[src/rtl/serial_link_pkg.sv]
// Shared definitions for the single-wire serial link (transmitter and receiver).
package serial_link_pkg;

  typedef enum logic [2:0] {
    ST_IDLE   = 3'd0,
    ST_START  = 3'd1,
    ST_DATA   = 3'd2,
    ST_PARITY = 3'd3,
    ST_STOP   = 3'd4
  } link_state_t;

  localparam logic IDLE_LEVEL = 1'b1;

endpackage

[src/rtl/bit_tick_counter.sv]
// Bit-period timer: counts 0..CLKS_PER_BIT-1 while enabled, tick marks the last cycle.
module bit_tick_counter #(
  parameter int CLKS_PER_BIT = 4
) (
  input  logic clk,
  input  logic rst,
  input  logic clear,
  input  logic enable,
  output logic tick
);

  localparam int CW = $clog2(CLKS_PER_BIT) + 1;
  localparam logic [CW-1:0] LAST = CW'(CLKS_PER_BIT - 1);

  logic [CW-1:0] cnt;

  assign tick = enable && (cnt == LAST);

  always_ff @(posedge clk) begin
    if (rst || clear) begin
      cnt <= '0;
    end else if (enable) begin
      cnt <= tick ? '0 : cnt + CW'(1);
    end
  end

endmodule

[src/rtl/serial_frame_tx.sv]
// Framed serial transmitter: start bit, DATA_W data bits, optional even parity, stop bit.
// state     | meaning
// ST_IDLE   | line high, ready for a word
// ST_START  | start bit (0)
// ST_DATA   | data bits in LSB_FIRST order
// ST_PARITY | even parity of the accepted word
// ST_STOP   | stop bit (1), then done pulse on return to idle
module serial_frame_tx
  import serial_link_pkg::*;
#(
  parameter int DATA_W       = 8,
  parameter int CLKS_PER_BIT = 4,
  parameter int PARITY_EN    = 1,
  parameter int LSB_FIRST    = 1
) (
  input  logic              clk,
  input  logic              rst,
  input  logic [DATA_W-1:0] tx_data,
  input  logic              tx_valid,
  output logic              tx_ready,
  output logic              sdo,
  output logic              busy,
  output logic              done
);

  localparam int BW = $clog2(DATA_W) + 1;
  localparam logic [BW-1:0] LAST_BIT = BW'(DATA_W - 1);

  link_state_t       state;
  logic [DATA_W-1:0] shreg;
  logic [BW-1:0]     bitcnt;
  logic              par;
  logic              tick;
  logic              accept;
  logic              out_bit;
  logic [DATA_W-1:0] shifted;

  assign accept  = (state == ST_IDLE) && tx_valid && tx_ready;
  assign out_bit = (LSB_FIRST != 0) ? shreg[0] : shreg[DATA_W-1];
  assign shifted = (LSB_FIRST != 0) ? (shreg >> 1) : (shreg << 1);

  bit_tick_counter #(
    .CLKS_PER_BIT(CLKS_PER_BIT)
  ) u_tick (
    .clk   (clk),
    .rst   (rst),
    .clear (accept),
    .enable(state != ST_IDLE),
    .tick  (tick)
  );

  // The outgoing bit is always taken from the same end of shreg; the register
  // shifts as each bit is launched so the next one is already in place.
  always_ff @(posedge clk) begin
    if (rst) begin
      state    <= ST_IDLE;
      sdo      <= IDLE_LEVEL;
      tx_ready <= 1'b1;
      busy     <= 1'b0;
      done     <= 1'b0;
      shreg    <= '0;
      bitcnt   <= '0;
      par      <= 1'b0;
    end else begin
      done <= 1'b0;
      unique case (state)
        ST_IDLE: begin
          if (accept) begin
            shreg    <= tx_data;
            par      <= ^tx_data;
            bitcnt   <= '0;
            state    <= ST_START;
            sdo      <= 1'b0;
            tx_ready <= 1'b0;
            busy     <= 1'b1;
          end
        end
        ST_START: begin
          if (tick) begin
            state <= ST_DATA;
            sdo   <= out_bit;
            shreg <= shifted;
          end
        end
        ST_DATA: begin
          if (tick) begin
            if (bitcnt == LAST_BIT) begin
              if (PARITY_EN != 0) begin
                state <= ST_PARITY;
                sdo   <= par;
              end else begin
                state <= ST_STOP;
                sdo   <= 1'b1;
              end
            end else begin
              bitcnt <= bitcnt + BW'(1);
              sdo    <= out_bit;
              shreg  <= shifted;
            end
          end
        end
        ST_PARITY: begin
          if (tick) begin
            state <= ST_STOP;
            sdo   <= 1'b1;
          end
        end
        ST_STOP: begin
          if (tick) begin
            state    <= ST_IDLE;
            sdo      <= IDLE_LEVEL;
            tx_ready <= 1'b1;
            busy     <= 1'b0;
            done     <= 1'b1;
          end
        end
        default: begin
          state    <= ST_IDLE;
          sdo      <= IDLE_LEVEL;
          tx_ready <= 1'b1;
          busy     <= 1'b0;
        end
      endcase
    end
  end

endmodule

[config.mk]
export PLATFORM = sky130hd
export DESIGN_NAME = serial_frame_tx
export DESIGN_NICKNAME = d
export VERILOG_FILES = /design/src/rtl/serial_link_pkg.sv /design/src/rtl/bit_tick_counter.sv /design/src/rtl/serial_frame_tx.sv
export SDC_FILE = /design/constraint.sdc
export NUM_CORES = 1
export LEC_CHECK = 0
export ABC_AREA = 0
export CAP_MARGIN = 20
export CORE_UTILIZATION = 49
export CTS_BUF_LIST = sky130_fd_sc_hd__clkbuf_16
export CTS_CLUSTER_SIZE = 8
export DETAILED_ROUTE_END_ITERATION = 10
export MAX_ROUTING_LAYER = met4
export PLACE_DENSITY = 0.82
export SETUP_SLACK_MARGIN = 0.4
export SYNTH_ARGS = -nofsm -noshare
export SYNTH_HDL_FRONTEND = slang
export SYNTH_HIERARCHICAL = 1
export SYNTH_SLANG_ARGS = --single-unit
export TNS_END_PERCENT = 100
[constraint.sdc]
create_clock -name clk -period 2.2 [get_ports clk]
set_input_delay 0.33 -clock clk [delete_from_list [all_inputs] [get_ports clk]]
set_output_delay 0.33 -clock clk [all_outputs]
set_load 0.1 [all_outputs]
==> run_results.csv <==
group,metric,value,unit
yosys,synth_fa_ha_area_share,1.97,%
layout,final-seq-area,472,sq um
yosys,ys_seq_area_share,36.2,%
layout,area_delta_synth_final,29.5,%
layout,finish.utilization,67.1,%
layout,multi_input_area,796,sq um
critical_path,cpPeakStageDelay,390,ps
global_route,grt_max_degree,18,
cts,cts_buffer_depth,2,
cts,cts-buffers-inserted,3,
global_route,grt_pass1_vias,1029,
detailed_routing,finalWirelength,2.74,mm
layout,antenna_cells,0,
critical_path,crit_fanout,4,
floorplanning,coreArea,2450,sq um
yosys,syn_area_per_cell,9.29,sq um
cts,clkTransAtPathRegs,60,ps
layout,drive_gt1_share,25.2,%
yosys,synth_top_family_by_area,"compound AO/OA/AOI/OAI gates",
sta,setup_tns,0,ps
detailed_routing,drt-initial-drc-count,30,
detailed_routing,route.detailed.drc,0,
detailed_routing,num_vias,1114,
yosys,yosysWarnings,6,
run_status,outcome,"completed",
cts,clock_latency,260,ps
critical_path,required,2330,ps
sta,setup_viol_count_final,0,
global_route,grt_pass1_wl,4.41,mm
yosys,synth_top_area_cell,"dfxtp_1",
yosys,synth.distinct_cells,38,
layout,final_common_cell,"dfxtp_1",
critical_path,crit_arrival,1850,ps
hold_path,hold_depth,2,
global_route,grt_overflow,0,
detailed_routing,ant_nets,0,
critical_path,ff2ff_path_depth,5,
detailed_routing,first_pass_iters,4,
yosys,syn_nets,150,
critical_path,r2r_end,"sdo",
layout,fin_nets,173,
floorplanning,die_area,2800,sq um
pwr,p_leak,0.673,nW
hold_path,hold_class,"reg2reg",
yosys,synth-xor-area-share,6.10,%
detailed_routing,via_per_inst,5.89,
sta,worstMarginPinSlew,572,ps
floorplanning,io_pins,15,
floorplanning,rows,18,
layout,fillers,198,
detailed_routing,avgRoutedWirePerCell,14.5,um
critical_path,criticalPathCategory,"reg2reg",
floorplanning,start_util,51.8,%
cts,root_buffer,"clkbuf_16",
critical_path,r2r_slack,470,ps
yosys,syn_area,1270,sq um
floorplanning,die_h,53.0,um
yosys,synth_cells,137,
yosys,synthMuxAreaShare,7.18,%
sta,finClkSkew,2.87,ps
critical_path,cp_top_family,"flip-flops",
floorplanning,die_w,53.0,um
critical_path,endpoint_kind,"flip-flop",
placement,dp_hpwl,1.80,mm
placement,numPortBuffers,14,
yosys,synth_seq_cells,23,
critical_path,crit_chain,"ha_1 > and3b_2 > mux2_2 > o21ai_0 > o211ai_1",
sta,hold_viol,0,
cts,htreeDepth,1,
global_route,track_usage,22.3,%
pwr,ir_drop,532,uV
yosys,synth_top_area_share,36.2,%
sta,slew_violations,0,
sta,period_share,78.5,%
critical_path,critical_path_buf_inv_count,0,
sta,relSlewSlack,61.7,%
placement,gp_congestion,0.850,
yosys,synth_compound_area_share,21.7,%
sta,rsz0062_at_grt,"no",
layout,layout_common_cells,"dfxtp_1, a21oi_1, buf_4",
pwr,powerDensity,666,nW/um^2
sta,fin_crit,1730,ps
hold_path,holdPathEnd,"u_tick/cnt[0]",
critical_path,critPathSlowestCell,"dfxtp_1",
critical_path,worstSetupStartpointType,"flip-flop",
critical_path,r2r_start,"bitcnt[1]",
cts,cts_tree,"done",
yosys,yosys.area_share.simple,21.2,%
global_route,antenna_found_initial,0,
sta,clock.fmax,579,MHz
cts,clkSinkCount,23,
flow_run,max-cap-violations,0,
yosys,synth_area_leaders,"dfxtp_1, a21oi_1, mux2i_1, a311oi_1, xnor2_1",
hold_path,worstHoldStart,"u_tick/cnt[0]",
==> cells in the mapped netlist (all sizes together) <==
cell type   n
and4        1
o21a        2
or3         1
nor3        3
buf         3
xnor2       8
mux2i       8
a311oi      9
nand2       9
mux2        1
inv         2
nand3       1
nand3b      4
o31ai       1
clkbuf      7
nand4b      2
clkinv      1
o21ai       5
a21bo       1
a21oi      16
nor2       10
nand4bb     1
dfxtp      23
a211oi      2
o211ai      2
or4         1
a21boi      1
and3        1
nand4       1
ha          2
nand2b      6
and3b       1
a41oi       1
==> logic make-up (layout without fill, tap and decap cells) <==
group           Yosys count  in the layout
compound gates           40             41
mux                       9              9
xor+xnor                  8              8
fa+ha+maj                 2              2
buf+inv                  13             34
simple gates             42             42
flops                    23             23
==> routing by layer <==
metal	wire length [um]	vias to the layer above	global-route usage, %
met5	0	-	-
met4	17	0	7.46
met3	125	2	4.31
met2	1410	42	36.7
met1	1190	513	27.1
li1	-	557	-
==> timing repair <==
| item | in CTS | in global routing |
|---|---|---|
| resized for setup | 2 | 6 |
| hold buffers | 0 | 0 |
| cloned | 1 | 0 |
| endpoints found under the setup margin | 11 | 10 |
| pin swaps | 2 | 2 |
| setup buffers | 6 | 4 |
==> worst max path at each step <==
stage / from / endpoint / slack [ps] / cells past startpoint
after global routing: state[0] / shreg[1] / 390 / 8
after CTS: state[0] / shreg[1] / 370 / 8
after global placement: state[0] / shreg[5] / 300 / 8
final: bitcnt[1] / sdo / 470 / 5
after detailed placement: state[0] / shreg[1] / 210 / 8
after floorplan: state[0] / sdo / 420 / 9
==> power breakdown <==
group | switching, mW | internal (mW) | total [mW]
sequential | 0.0209 | 0.444 | 0.465
combinational | 0.135 | 0.110 | 0.244
clock | 0.145 | 0.243 | 0.388
total | 0.301 | 0.796 | 1.10
==> through the flow <==
stage	power, mW	std cells	cell area [sq um]	hold WS (ps)	setup WS [ps]
2_1_floorplan	0.652	137	1360	401	420
3_3_place_gp	0.694	174	1450	469	304
3_5_place_dp	0.700	174	1450	489	214
4_1_cts	1.09	185	1590	497	372
5_1_grt	1.15	189	1650	533	391
6_report	1.10	189	1650	489	474
==> area by class of cell <==
class | count | area share, %
clock inverters | 1 | 0.228
flip-flops and latches | 23 | 28.6
multi-input cells | 102 | 48.3
well taps | 30 | 2.28
clock buffers | 3 | 4.56
repair buffers | 27 | 14.6
inverters | 3 | 1.44
==> registers in the layout (all words and copies together), names as in the netlist <==
signal and flops:
done 1, state 3, busy 1, par 1
tx_ready 1, bitcnt 4, shreg 8, u_tick/cnt 3
sdo 1
==> worst min-delay path: cells and delay by family, from the launching register on <==
kind / cells / cell delay (ps)
AO/OA/AOI/OAI: 1 / 60
flip-flops: 1 / 320
AND/OR/NAND/NOR: 1 / 70
Power figures use the tool's default switching activity.
